===== src/rtl/pc_gen_unit_pkg.sv =====
// Shared constants and next-PC select encoding for the fetch-stage PC generator.
// Imported by the interface, the increment adder and the top level.
package pc_pkg;

   localparam int          DEF_ADDR_W    = 32;
   localparam int          DEF_INC       = 4;
   localparam logic [31:0] DEF_RESET_VEC = 32'h0000_3000;
   localparam logic [31:0] DEF_EXC_VEC   = 32'h0000_4180;
   localparam logic [31:0] DEF_TEXT_LO   = 32'h0000_3000;
   localparam logic [31:0] DEF_TEXT_HI   = 32'h0000_4FFC;

   typedef enum logic [2:0] {
      SEL_EXC,
      SEL_ERET,
      SEL_HOLD,
      SEL_REDIR,
      SEL_PEND,
      SEL_SEQ
   } next_sel_e;

   // Strict priority: commit-stage events beat the hazard stall, which beats redirects.
   function automatic next_sel_e pick_next_sel(
      input logic exc,
      input logic eret,
      input logic stall,
      input logic redirect,
      input logic pend
   );
      next_sel_e sel;
      if (exc)
         sel = SEL_EXC;
      else if (eret)
         sel = SEL_ERET;
      else if (stall)
         sel = SEL_HOLD;
      else if (redirect)
         sel = SEL_REDIR;
      else if (pend)
         sel = SEL_PEND;
      else
         sel = SEL_SEQ;
      return sel;
   endfunction

endpackage


===== src/rtl/pc_gen_unit_if.sv =====
// Control/status bundle between the pipeline and the PC generator.
// The slave side is the PC generator; the master side drives stall, redirect and commit events.
interface pc_gen_unit_if
   import pc_pkg::*;
#(
   parameter int ADDR_W = DEF_ADDR_W
);

   logic              stall_i;
   logic              redirect_i;
   logic [ADDR_W-1:0] redirect_tgt_i;
   logic              exc_i;
   logic              eret_i;
   logic [ADDR_W-1:0] epc_i;
   logic [ADDR_W-1:0] pc_o;
   logic [ADDR_W-1:0] pc_inc_o;
   logic              pend_o;
   logic              adel_o;

   modport master (
      output stall_i,
      output redirect_i,
      output redirect_tgt_i,
      output exc_i,
      output eret_i,
      output epc_i,
      input  pc_o,
      input  pc_inc_o,
      input  pend_o,
      input  adel_o
   );

   modport slave (
      input  stall_i,
      input  redirect_i,
      input  redirect_tgt_i,
      input  exc_i,
      input  eret_i,
      input  epc_i,
      output pc_o,
      output pc_inc_o,
      output pend_o,
      output adel_o
   );

endinterface


===== src/rtl/pc_gen_unit_incr.sv =====
// Sequential-fetch adder: pc + INC, modulo 2^ADDR_W (carry out is dropped).
// Also serves as the jal/jalr link value.
module pc_incr
   import pc_pkg::*;
#(
   parameter int ADDR_W = DEF_ADDR_W,
   parameter int INC    = DEF_INC
) (
   input  logic [ADDR_W-1:0] pc_i,
   output logic [ADDR_W-1:0] pc_inc_o
);

   assign pc_inc_o = pc_i + ADDR_W'(INC);

endmodule


===== src/rtl/pc_gen_unit.sv =====
// Fetch-stage PC register with prioritised next-PC select, stall-deferred redirects
// and an AdEL (fetch address error) flag for the exception unit.
module pc_gen_unit
   import pc_pkg::*;
#(
   parameter int              ADDR_W    = DEF_ADDR_W,
   parameter int              INC       = DEF_INC,
   parameter logic [ADDR_W-1:0] RESET_VEC = ADDR_W'(DEF_RESET_VEC),
   parameter logic [ADDR_W-1:0] EXC_VEC   = ADDR_W'(DEF_EXC_VEC),
   parameter logic [ADDR_W-1:0] TEXT_LO   = ADDR_W'(DEF_TEXT_LO),
   parameter logic [ADDR_W-1:0] TEXT_HI   = ADDR_W'(DEF_TEXT_HI)
) (
   input  logic         clk,
   input  logic         rst_n,
   pc_gen_unit_if.slave bus
);

   logic [ADDR_W-1:0] pc_q;
   logic [ADDR_W-1:0] pc_d;
   logic              pend_q;
   logic              pend_d;
   logic [ADDR_W-1:0] pend_tgt_q;
   logic [ADDR_W-1:0] pend_tgt_d;
   logic [ADDR_W-1:0] pc_inc;
   next_sel_e         sel;

   pc_incr #(
      .ADDR_W (ADDR_W),
      .INC    (INC)
   ) u_incr (
      .pc_i     (pc_q),
      .pc_inc_o (pc_inc)
   );

   always_comb begin
      sel        = pick_next_sel(bus.exc_i, bus.eret_i, bus.stall_i,
                                 bus.redirect_i, pend_q);
      pc_d       = pc_q;
      pend_d     = pend_q;
      pend_tgt_d = pend_tgt_q;
      case (sel)
         SEL_EXC: begin
            pc_d   = EXC_VEC;
            pend_d = 1'b0;
         end
         SEL_ERET: begin
            pc_d   = bus.epc_i;
            pend_d = 1'b0;
         end
         SEL_HOLD: begin
            // A newer redirect seen during the stall replaces an older pending one.
            if (bus.redirect_i) begin
               pend_d     = 1'b1;
               pend_tgt_d = bus.redirect_tgt_i;
            end
         end
         SEL_REDIR: begin
            pc_d   = bus.redirect_tgt_i;
            pend_d = 1'b0;
         end
         SEL_PEND: begin
            pc_d   = pend_tgt_q;
            pend_d = 1'b0;
         end
         SEL_SEQ: begin
            pc_d = pc_inc;
         end
         default: begin
            pc_d = pc_inc;
         end
      endcase
   end

   always_ff @(posedge clk or negedge rst_n) begin
      if (!rst_n) begin
         pc_q       <= RESET_VEC;
         pend_q     <= 1'b0;
         pend_tgt_q <= '0;
      end else begin
         pc_q       <= pc_d;
         pend_q     <= pend_d;
         pend_tgt_q <= pend_tgt_d;
      end
   end

   // Misaligned or out-of-text targets are loaded as-is; only the flag reports them.
   assign bus.adel_o   = (pc_q[1:0] != 2'b00) | (pc_q < TEXT_LO) | (pc_q > TEXT_HI);
   assign bus.pc_o     = pc_q;
   assign bus.pc_inc_o = pc_inc;
   assign bus.pend_o   = pend_q;

endmodule

===== src/flat_wrapper.sv =====
// flat-port wrapper written by rule: the top's interface ports become plain ports
module pc_gen_unit_flat import pc_pkg::*;
#(
   parameter int              ADDR_W    = DEF_ADDR_W,
   parameter int              INC       = DEF_INC,
   parameter logic [ADDR_W-1:0] RESET_VEC = ADDR_W'(DEF_RESET_VEC),
   parameter logic [ADDR_W-1:0] EXC_VEC   = ADDR_W'(DEF_EXC_VEC),
   parameter logic [ADDR_W-1:0] TEXT_LO   = ADDR_W'(DEF_TEXT_LO),
   parameter logic [ADDR_W-1:0] TEXT_HI   = ADDR_W'(DEF_TEXT_HI)
)
  (clk, rst_n, bus_stall_i, bus_redirect_i, bus_redirect_tgt_i, bus_exc_i, bus_eret_i, bus_epc_i, bus_pc_o, bus_pc_inc_o, bus_pend_o, bus_adel_o);
  pc_gen_unit_if #(.ADDR_W(ADDR_W)) bus_i ();
  input  logic clk;
  input  logic rst_n;
  input wire logic [$bits(bus_i.stall_i)-1:0] bus_stall_i;
  input wire logic [$bits(bus_i.redirect_i)-1:0] bus_redirect_i;
  input wire logic [$bits(bus_i.redirect_tgt_i)-1:0] bus_redirect_tgt_i;
  input wire logic [$bits(bus_i.exc_i)-1:0] bus_exc_i;
  input wire logic [$bits(bus_i.eret_i)-1:0] bus_eret_i;
  input wire logic [$bits(bus_i.epc_i)-1:0] bus_epc_i;
  output wire logic [$bits(bus_i.pc_o)-1:0] bus_pc_o;
  output wire logic [$bits(bus_i.pc_inc_o)-1:0] bus_pc_inc_o;
  output wire logic [$bits(bus_i.pend_o)-1:0] bus_pend_o;
  output wire logic [$bits(bus_i.adel_o)-1:0] bus_adel_o;
  assign bus_i.stall_i = bus_stall_i;
  assign bus_i.redirect_i = bus_redirect_i;
  assign bus_i.redirect_tgt_i = bus_redirect_tgt_i;
  assign bus_i.exc_i = bus_exc_i;
  assign bus_i.eret_i = bus_eret_i;
  assign bus_i.epc_i = bus_epc_i;
  assign bus_pc_o = bus_i.pc_o;
  assign bus_pc_inc_o = bus_i.pc_inc_o;
  assign bus_pend_o = bus_i.pend_o;
  assign bus_adel_o = bus_i.adel_o;
  pc_gen_unit #(.ADDR_W(ADDR_W), .INC(INC), .RESET_VEC(RESET_VEC), .EXC_VEC(EXC_VEC), .TEXT_LO(TEXT_LO), .TEXT_HI(TEXT_HI)) u_core (.clk(clk), .rst_n(rst_n), .bus(bus_i));
endmodule

===== config.mk =====
export PLATFORM = sky130hd
export DESIGN_NAME = pc_gen_unit_flat
export DESIGN_NICKNAME = d
export VERILOG_FILES = /design/src/rtl/pc_gen_unit_pkg.sv /design/src/rtl/pc_gen_unit_if.sv /design/src/rtl/pc_gen_unit_incr.sv /design/src/rtl/pc_gen_unit.sv /design/src/flat_wrapper.sv
export SDC_FILE = /design/constraint.sdc
export NUM_CORES = 1
export LEC_CHECK = 0
export ABC_CLOCK_PERIOD_IN_PS = 2630
export BUFFER_PORTS_ARGS = -buffer_cell sky130_fd_sc_hd__buf_2
export CAP_MARGIN = 20
export CELL_PAD_IN_SITES_DETAIL_PLACEMENT = 2
export CELL_PAD_IN_SITES_GLOBAL_PLACEMENT = 2
export CORE_ASPECT_RATIO = 0.8
export CORE_MARGIN = 2
export CORE_UTILIZATION = 27
export DETAILED_ROUTE_END_ITERATION = 8
export PLACE_DENSITY_LB_ADDON = 0.05
export SLEW_MARGIN = 20
export SYNTH_ARGS = -nofsm -noshare
export SYNTH_HDL_FRONTEND = slang
export SYNTH_SLANG_ARGS = --single-unit

===== constraint.sdc =====
create_clock -name clk -period 2.63 [get_ports clk]
set_clock_uncertainty 0.05 [all_clocks]
set_input_delay 0.526 -clock clk [delete_from_list [all_inputs] [get_ports clk]]
set_output_delay 0.526 -clock clk [all_outputs]
set_load 0.01 [all_outputs]

Word-level counts from Yosys, hierarchy flattened
Index checks and enable logic that the tools add are counted.
{"block": "word_totals", "reg_bits": 65, "latch_bits": 0, "ram_bits": 0, "mem_bits_ro": 0, "inputBits": 70, "out_inout_bits": 66, "word_cells": 27, "memories": 0}
{"block": "classes", "n_addsub": 1, "mul": 0, "div": 0, "order_cmp": 2, "n_eq_ne": 5, "n_shift": 0, "n_mux": 8, "n_bitwise": 2, "reduce_logical": 6}
{"op": "case mux 32 bit (5 select lines)", "n": 1}
{"op": "adder 32 x 3 -> 32 bit (second input constant)", "n": 1}
{"op": "> comparator 32 x 15 -> 1 bit (second input constant)", "n": 1}
{"op": "< comparator 32 x 14 -> 1 bit (second input constant)", "n": 1}
{"op": "two-way mux 3 bit", "n": 4}
{"op": "equality test 3 x 2 -> 1 bit (second input constant)", "n": 2}
{"op": "AND reduction 2 bit", "n": 2}
{"op": "nonzero test 2 bit", "n": 2}
{"op": "OR reduction 4 bit", "n": 1}
{"op": "equality test 3 x 1 -> 1 bit (second input constant)", "n": 1}
{"op": "equality test 3 bit (second input constant)", "n": 1}
{"op": "logical NOT 3 bit", "n": 1}
{"op": "two-way mux 1 bit", "n": 2}
{"op": "inequality test 2 bit (second input constant)", "n": 1}
{"op": "OR 1 bit", "n": 2}
{"op": "case mux 1 bit (2 select lines)", "n": 1}

Depth between registers and ports, before layout
Gate-level depths: netlist of the first run.
{"block": "depth", "depth_word": 9, "ltp_mapped": 8, "depth_no_buf": 6}

By module
Synthesis of the first run repeated with hierarchy kept, for this count alone.
{"block": "hier_totals", "cells_unflattened": 455, "hier_area_um2": 4344.2}
{"mod": "pc_gen_unit", "n_inst": 1, "cells_each": 372, "area_each_um2": 3763.6, "seq_area_each_um2": 1629.1}
{"mod": "pc_incr", "n_inst": 1, "cells_each": 83, "area_each_um2": 580.6, "seq_area_each_um2": 0.0}

Least setup slack after synthesis of the first run
Ideal clock, no wire load.
{"block": "synth_path", "kind": "register to output", "from": "register u_core.pc_q[13], in the netlist u_core.bus.pc_o[13]", "to": "output bus_pc_inc_o[31]", "arrival_ns": 2.328, "t_required_ns": 2.054, "setup_slack_ns": -0.274, "stages_incl_launch_ff": 8, "path_buffers": 2, "path_cell_list": "dfstp_2 -> buf_2 -> nand4_4 -> or4_4 -> buf_6 -> nor4b_4 -> and2_1 -> xor2_1"}
{"block": "synth_between", "elab_chain_len": 1}
{"item": "from (decl)", "line_no": "pc_gen_unit.sv:18", "text": "logic [ADDR_W-1:0] pc_q;"}
{"item": "from (signal assigned)", "line_no": "pc_gen_unit.sv:80", "text": "pc_q <= pc_d;"}
{"item": "adder 32 x 3 -> 32 bit", "line_no": "pc_gen_unit_incr.sv:13", "text": "assign pc_inc_o = pc_i + ADDR_W'(INC);"}
{"item": "to (decl)", "line_no": "flat_wrapper.sv:22", "text": "output wire logic [$bits(bus_i.pc_inc_o)-1:0] bus_pc_inc_o;"}
No other way between the ends.

Final worst setup path of the first run
{"block": "layout_path", "from": "register u_core.pc_q[12], in the netlist u_core.bus.pc_o[12]", "to": "output bus_pc_inc_o[31]"}
The elaborated chain is that of the path after synthesis.

==> results of run 1 <==
==> worst max path at each step <==
| stage | from | to | slack (ns) | depth (start not counted) |
|---|---|---|---|---|
| 3_5_place_dp | u_core.bus.pc_o[12] | bus_pc_inc_o[31] | 0.06 | 6 |
| 5_1_grt | u_core.bus.pc_o[12] | bus_pc_inc_o[31] | -0.33 | 6 |
| 6_report | u_core.bus.pc_o[12] | bus_pc_inc_o[31] | -0.24 | 6 |
| 3_3_place_gp | u_core.bus.pc_o[12] | bus_pc_inc_o[29] | 0.1 | 6 |
| 4_1_cts | u_core.bus.pc_o[12] | bus_pc_inc_o[29] | -0.30 | 6 |
| 2_1_floorplan | u_core.bus.pc_o[12] | bus_pc_inc_o[31] | -0.07 | 7 |
==> critical path, delay by kind of cell (launching register included) <==
kind	cells	cell delay, ns
and+or+nand+nor	4	1.14
DFF	1	0.56
buffers and inverters	1	0.14
xor gates and xnor gates	1	0.12
==> stage by stage <==
step	TNS [ns]	hold WS, ns	setup slack, ns	instance area (µm²)	power [mW]
after global placement	0	0.411	0.0984	5310	2.02
after CTS	-2.01	0.0343	-0.303	5790	3.44
final	-2.14	0.0432	-0.245	6010	3.43
after global routing	-3.55	0.0452	-0.334	6010	3.61
after floorplan	-0.0651	0.180	-0.0651	4080	1.67
after detailed placement	0	0.413	0.0638	5310	2.06
==> cell usage after synthesis, drive strengths merged (2+ instances only) <==
library cell,instances,area share
o31ai,4,0.0074
and3,7,0.011
clkbuf,29,0.027
a221o,11,0.027
nor4b,3,0.010
xor2,12,0.026
buf,7,0.011
a31oi,2,0.0031
a211oi,3,0.0055
mux2,32,0.089
nor4,7,0.014
a311oi,11,0.024
nor3,9,0.011
dfrtp,63,0.39
nand2,40,0.037
a2bb2oi,7,0.015
xnor2,16,0.035
inv,20,0.018
and2,4,0.0062
dfstp,2,0.013
nand3,13,0.016
o21a,4,0.0074
and4,2,0.0043
a211o,2,0.0043
a22oi,2,0.0037
o22a,2,0.0043
a221oi,16,0.035
o21ai,22,0.027
nor2,25,0.023
nand4,7,0.014
a21oi,41,0.051
==> cell families after synthesis <==
logic type | Yosys count | share of synthesized area
adder cells (fa/ha/maj) | 1 | 0.00308
AND/OR/NAND/NOR | 123 | 0.160
AO/OA/AOI/OAI | 134 | 0.230
buffers and inverters | 56 | 0.0570
multiplexers | 32 | 0.0887
flip-flops | 65 | 0.401
XOR/XNOR | 28 | 0.0604
==> report_power, final <==
part / switching, mW / leakage (nW) / internal (mW)
registers: 0.121 / 0.792 / 1.16
clock network: 0.499 / 0.159 / 0.859
logic: 0.420 / 1.90 / 0.374
==> metal layers <==
layer,track usage,vias up,part of all wire
met3,0.0529,14,0.038
met4,0.0593,0,0.012
met1,0.323,2280,0.48
li1,-,2012,-
met5,0,-,0
met2,0.377,100,0.47
==> registers in the layout, summed over array words and instances, names as in the netlist <==
name and cells:
u_core.bus.pc_o 32, u_core.pend_tgt_q 32, u_core.bus.pend_o 1
==> repair_timing <==
action / CTS / global route
setup buffers: 10 / 15
gates cloned: 0 / 0
pin swaps: 7 / 10
gates resized for setup: 16 / 25
endpoints found under the setup margin: 17 / 21
==> area by class of cell <==
class                   count  area, µm²  area share
multi-input cells         318       2390       0.398
clock inverters             6       90.1      0.0150
well taps                 189        236      0.0394
flip-flops and latches     65       1640       0.272
clock buffers              10        239      0.0398
repair buffers            213       1340       0.223
inverters                  20       75.1      0.0125
==> impl_metrics.yaml, run 1 <==
run_status:
  status: "complete, but fails checks"
  violations: "negative setup slack"
yosys:
  synth_enable_flop_cells: 0
  synth_ff_type: "dfrtp_1"
  synth_cells: 439
  ys_seq_elements: 65
  seq_area_frac_synth: 0.401
  ys_types: 52
  async_flop_share: 1.00
  synth_nets: 510
  syn_area_per_cell_um2: 9.25
  syn-cell-area_um2: 4060
  yosysWarningCount: 0
critical_path:
  crit_path_start_kind: "flip-flop"
  r2r_end: "u_core.bus.pc_o[31]"
  critical-path-max-stage-delay_ns: 0.56
  worstPathRequired_ns: 2.05
  worstReg2RegStart: "u_core.bus.pc_o[12]"
  crit_chain: "nand4_4 -> or4_4 -> nor4b_4 -> and2_4 -> xor2_2 -> buf_2"
  worst_ep_arrival_time_ns: 2.30
  r2r_cells: 8
  cp_max_fo: 5
  reg2reg_slack_ns: 0.31
  path_class: "reg -> out"
  crit_path_top_delay_cell: "dfstp_2"
  crit_path_end_kind: "primary output"
sta:
  fin_crit_sh: 1.09
  fin_crit_ns: 2.87
  rsz0062_at_grt: "yes"
  max_freq_mhz: 348
  finalMaxSlewViolations: 0
  finalSetupViolCount: 14
  worst_slack_ns: -0.245
  relSlewSlack: 0.604
  tightest_slew_ns: 0.594
  hold_viol: 0
clock_network:
  cts_root_buf: "clkbuf_16"
  clockBufferDepth: 2
  cts_buffers: 9
  clock-sinks: 65
  clkLatencyLatePin_ns: 0.35
  clk_pin_slew_ns: 0.06
  h-tree-depth: 3
  cts_tree: "built"
  holdBufCountCts: 0
global_routing:
  grt_overflow: 0
  antenna_found_initial: 0
  grt_use_total: 0.235
  grt_max_degree: 31
  grt_pass1_vias: 4783
  grt_pass1_wl_um: 28300
floorplanning:
  top_level_ports: 136
  core_um2: 14900
  rows: 40
  floorplan.initialDensity: 0.273
  die_width_um: 141
  die-area_um2: 16000
  die-height_um: 114
finish:
  final_net_count: 698
  instances_no_fill: 821
  synthToLayoutAreaGrowth_pct: 47.9
  final_util: 0.404
  drive_gt1_frac: 0.476
  final_cell_mix: "buf_2 (135), buf_4 (69), dfrtp_1 (57)"
  final_common_cell: "buf_2"
  fillCellCount: 1624
  diodes: 0
routing:
  wl_per_cell_um: 22.8
  drc: 0
  via_per_inst: 5.37
  routed_wl_um: 18700
  antenna_left: 0
  drt_iter0_drc: 309
  first_pass_iters: 4
  dr_total_vias: 4406
placement:
  placed_cells: 780
  port_buffers: 135
  place_hpwl_um: 13500
  gp_congestion: 0.807
pwr:
  p_leak_nw: 2.85
  irDropWorstVdd_mv: 0.228
  power.density_nw_per_um2: 571
min_path:
  hold_class: "in -> async"
flow_run:
  cap_viol_max_count: 0
Note: power is estimated with default switching activity, not from simulation.
==> run 2: changes to the inputs <==
CORE_UTILIZATION = 28   (was 27)
SYNTH_HIERARCHICAL = 1   (was not set)
==> impl_metrics.yaml, run 2 <==
pwr:
  sw_frac_of_total: 0.310
  p_sw_mw: 1.03
  irDropWorstVdd_mv: 0.310
  p_leak_nw: 2.59
  p_clk_frac: 0.364
  power.density_nw_per_um2: 557
  combPwrFrac: 0.241
  share_seq_of_total_power: 0.395
  p_int_mw: 2.28
finish:
  fillCellCount: 1658
  instances_no_fill: 819
  synthToLayoutAreaGrowth_pct: 36.9
  final_util: 0.393
  drive_gt1_frac: 0.435
  multi_input_area_um2: 2680
  final_common_cell: "buf_2"
  regArea_um2: 1640
  final_cell_mix: "buf_2 (135), nand2_1 (68), dfrtp_1 (57)"
  final_area_um2: 5950
  final_net_count: 675
  diodes: 0
routing:
  drc: 0
  antenna_left: 0
  routed_wl_um: 18300
  wl_per_cell_um: 22.4
  drt_iter0_drc: 225
  first_pass_iters: 4
  dr_total_vias: 4415
  via_per_inst: 5.39
sta:
  rsz0062_at_grt: "yes"
  fin_crit_ns: 2.62
  relSlewSlack: 0.525
  finalMaxSlewViolations: 0
  finalSetupViolCount: 0
  fin_crit_sh: 0.996
  worst_slack_ns: 0.00987
  fin_setup_tns_ns: 0
  max_freq_mhz: 382
  hold_viol: 0
  tightest_slew_ns: 0.712
floorplanning:
  floorplan.initialDensity: 0.287
  rows: 40
  core_um2: 15100
  die_width_um: 143
  die-height_um: 115
  die-area_um2: 16500
  top_level_ports: 136
yosys:
  seq_area_frac_synth: 0.375
  synth_enable_flop_cells: 0
  synth_ff_type: "dfrtp_1"
  ys_types: 42
  synth_most_common_cell: "nand2_1"
  yosysWarningCount: 6
  syn-cell-area_um2: 4340
  synth_area_leaders: "dfrtp_1 (36%), nand2_1 (6.0%), a32oi_1 (5.8%), mux2_2 (5.4%), a21o_1 (5.0%)"
  yosys-top-cells-count: "nand2_1 (69), dfrtp_1 (63)"
  synth_cells: 455
  ys_seq_elements: 65
  synth_top_area_share: 0.363
  async_flop_share: 1.00
  synth_nets: 526
  syn_area_per_cell_um2: 9.55
  synth_top_area_cell: "dfrtp_1"
critical_path:
  worst_ep_arrival_time_ns: 2.04
  r2r_end: "u_core/bus.pc_o[31]"
  path_class: "reg -> out"
  crit_path_start: "u_core/bus.pc_o[3]"
  worstReg2RegStart: "u_core/bus.pc_o[4]"
  crit_end: "bus_pc_inc_o[24]"
  reg2reg_slack_ns: 0.46
  crit_path_start_kind: "flip-flop"
  r2r_cells: 9
  crit_path_end_kind: "primary output"
  worstPathRequired_ns: 2.05
  cp_max_fo: 8
global_routing:
  grt_pass1_vias: 4785
  grt_overflow: 0
  antenna_found_initial: 0
  grt_max_degree: 65
  grt_use_total: 0.231
  grt_pass1_wl_um: 28800
clock_network:
  clkLatencyLatePin_ns: 0.34
  h-tree-depth: 3
  cts_tree: "built"
  clockBufferDepth: 2
  clock-sinks: 65
  holdBufCountCts: 0
  cts_root_buf: "clkbuf_16"
  cts_buffers: 9
  clk_pin_slew_ns: 0.05
placement:
  placed_cells: 787
  dpl-instance-area_um2: 5330
  port_buffers: 135
  place_hpwl_um: 12100
  pre_cts_ws_ns: 0.0827
  gp_congestion: 0.791
flow_run:
  cap_viol_max_count: 0
run_status:
  status: "complete, no violations"
min_path:
  hold_class: "in -> async"
## run 2: cell types whose count changed in the layout (fill, tap and decap cells not counted), moves of 19 or more
cell      previous run  this run
a32oi_1              0        29
nand2_1             39        68
a21o_1               0        29
nand3b_1             1        29
a21oi_1             41         3
o221ai_1             0        19
buf_4               69        39
## run 2: repair_timing
| action | in CTS | in global routing |
|---|---|---|
| pin swaps | 8 | 8 |
| resized for setup | 22 | 16 |
| endpoints found under the hold margin | 0 | 0 |
| endpoints found under the setup margin | 20 | 20 |
| setup buffers | 9 | 7 |
## run 2: power by group through the flow
stage / combinational [mW] / clock (mW) / sequential (mW)
3_5_place_dp: 0.753 / 0 / 1.31
5_1_grt: 0.878 / 1.29 / 1.33
4_1_cts: 0.784 / 1.24 / 1.30
6_report: 0.796 / 1.21 / 1.31
3_3_place_gp: 0.732 / 0 / 1.30
2_1_floorplan: 0.377 / 0 / 1.32
## run 2: worst min path at each step
stage,end,slack (ns),start
5_1_grt,u_core/pend_tgt_q[16],0.13,rst_n
2_1_floorplan,u_core/bus.pc_o[0],0.18,rst_n
4_1_cts,u_core/pend_tgt_q[16],0.11,rst_n
3_5_place_dp,u_core/pend_tgt_q[4],0.43,u_core/pend_tgt_q[4]
3_3_place_gp,u_core/pend_tgt_q[8],0.41,u_core/pend_tgt_q[8]
6_report,u_core/pend_tgt_q[16],0.10,rst_n
## run 2: critical path, cell delays in order (launching register included)
cell	delay, ns
dfrtp_2	0.40
ha_4	0.16
nand3_4	0.09
nor4_4	0.31
buf_6	0.20
nand4_1	0.12
xnor2_1	0.24
buf_2	0.18
## run 2: cells by family after synthesis
logic type                 share of synthesized area
buffers and inverters                         0.0507
xor gates and xnor gates                      0.0565
muxes                                         0.0830
adders and majority gates                    0.00288
AOI/OAI and AO/OA                              0.235
and+or+nand+nor                                0.197
DFF                                            0.375
## run 2: per-layer routing
| layer | routed length, µm | track usage |
|---|---|---|
| met3 | 909 | 0.0504 |
| met4 | 121 | 0.0399 |
| met2 | 8720 | 0.378 |
| met1 | 8550 | 0.319 |
| met5 | 0 | 0 |
## run 2: area by class of cell
| type | count | area share |
|---|---|---|
| Clock buffer | 13 | 0.0421 |
| Clock inverter | 3 | 0.00673 |
| Inverter | 3 | 0.00189 |
| Multi-Input combinational cell | 345 | 0.451 |
| Sequential cell | 65 | 0.275 |
| Tap cell | 210 | 0.0442 |
| Timing Repair Buffer | 180 | 0.179 |
## run 2: through the flow
step,power [mW],hold WS (ns)
2_1_floorplan,1.69,0.180
4_1_cts,3.33,0.108
6_report,3.31,0.101
3_5_place_dp,2.07,0.425
3_3_place_gp,2.03,0.415
5_1_grt,3.50,0.128
==> run 3: changes to the inputs <==
CORE_ASPECT_RATIO = 0.9   (was 0.8)
==> impl_metrics.yaml, run 3 (synthesized netlist as in run 2, its figures left out) <==
clock_network:
  clk_pin_slew_ns: 0.06
  clock-sinks: 65
  cts_root_buf: "clkbuf_16"
  cts_buffers: 9
  h-tree-depth: 3
  cts_tree: "built"
  clkLatencyLatePin_ns: 0.34
  clockBufferDepth: 2
sta:
  fin_setup_tns_ns: -0.00249
  finalSetupViolCount: 1
  max_freq_mhz: 380
  tightest_slew_ns: 0.780
  worst_slack_ns: -0.00249
  finalMaxSlewViolations: 0
  fin_crit_ns: 2.63
  hold_viol: 0
  rsz0062_at_grt: "yes"
  holdWs_ns: 0.132
  fin_crit_sh: 1.00
  relSlewSlack: 0.480
global_routing:
  grt_pass1_vias: 4861
  grt_pass1_wl_um: 28500
  grt_overflow: 0
  grt_max_degree: 66
  antenna_found_initial: 0
  grt_use_total: 0.229
routing:
  drt_iter0_drc: 204
  first_pass_iters: 4
  via_per_inst: 5.48
  routed_wl_um: 18500
  wl_per_cell_um: 22.9
  antenna_left: 0
  dr_total_vias: 4445
  drc: 0
placement:
  place_hpwl_um: 12000
  gp_congestion: 0.736
  pre_cts_ws_ns: 0.104
  port_buffers: 135
  dpl-instance-area_um2: 5330
  placed_cells: 780
run_status:
  status: "complete, but fails checks"
  violations: "negative setup slack"
finish:
  final_util: 0.387
  regArea_um2: 1640
  final_net_count: 677
  final_common_cell: "buf_2"
  synthToLayoutAreaGrowth_pct: 36.2
  fillCellCount: 1688
  final_cell_mix: "buf_2 (135), nand2_1 (69), dfrtp_1 (58)"
  diodes: 0
  instances_no_fill: 811
  multi_input_area_um2: 2660
  final_area_um2: 5920
  drive_gt1_frac: 0.432
pwr:
  combPwrFrac: 0.244
  irDropWorstVdd_mv: 0.303
  p_sw_mw: 1.04
  sw_frac_of_total: 0.315
  p_leak_nw: 2.57
  total_power_mw: 3.31
  p_int_mw: 2.27
  share_seq_of_total_power: 0.393
  power.density_nw_per_um2: 560
  p_clk_frac: 0.364
floorplanning:
  floorplan.initialDensity: 0.284
  core_um2: 15300
  die-area_um2: 16500
  die_width_um: 135
  top_level_ports: 136
  die-height_um: 122
  rows: 43
flow_run:
  cap_viol_max_count: 0
min_path:
  hold_class: "in -> async"
critical_path:
  crit_path_end_kind: "primary output"
  worst_ep_arrival_time_ns: 2.06
  r2r_cells: 10
  cp_max_fo: 8
  worstPathRequired_ns: 2.05
  path_class: "reg -> out"
  crit_path_start_kind: "flip-flop"
-- run 3: cell count changes in the layout (fill, tap and decap cells not counted), sizes merged --
cell    previous run  this run
buf              180       182
clkbuf            13        10
clkinv             2         3
-- run 3: final timing paths --
kind | slack [ns] | from | to
worst max-delay path | -0.002 | u_core/bus.pc_o[13] | bus_pc_inc_o[25]
worst min-delay path | 0.13 | rst_n | u_core/pend_tgt_q[18]
worst max register to register | 0.29 | u_core/bus.pc_o[3] | u_core/bus.pc_o[24]
worst min register to register | 0.44 | u_core/pend_tgt_q[5] | u_core/pend_tgt_q[5]
max in group asynchronous | 1.99 | rst_n | u_core/bus.pc_o[13]
min in group clk | 0.37 | bus_redirect_tgt_i[2] | u_core/pend_tgt_q[2]
-- run 3: area by class of cell --
class                           count  share of cell area
Inverter                            3             0.00190
Tap cell                          202              0.0427
Sequential cell                    65               0.276
Clock inverter                      4             0.00761
Clock buffer                       10              0.0404
Multi-Input combinational cell    345               0.449
Timing Repair Buffer              182               0.181
-- run 3: routing by layer --
| layer | wire length, µm | GRT usage | vias up |
|---|---|---|---|
| li1 | - | - | 2013 |
| met1 | 8550 | 0.299 | 2321 |
| met2 | 9100 | 0.394 | 98 |
| met3 | 716 | 0.0474 | 13 |
| met4 | 180 | 0.0475 | 0 |
| met5 | 0 | 0 | - |
-- run 3: power groups by stage --
stage / sequential (mW) / clock (mW) / combinational (mW)
global route: 1.32 / 1.27 / 0.886
CTS: 1.30 / 1.23 / 0.800
global placement: 1.30 / 0 / 0.733
floorplan: 1.32 / 0 / 0.377
finish: 1.30 / 1.21 / 0.807
detailed placement: 1.31 / 0 / 0.754
-- run 3: repair_timing --
item / CTS / global route
endpoints found under the setup margin: 19 / 16
cloned: 0 / 0
setup buffers: 15 / 2
hold buffers: 0 / 0
pin swaps: 7 / 6
gates resized for setup: 15 / 17
-- run 3: critical path: stages (launching register included) --
cell and delay [ns]:
dfstp_2 0.57, nand3_4 0.11, nor4_4 0.33, buf_6 0.20, nand4_1 0.15, xnor2_2 0.20
buf_2 0.15
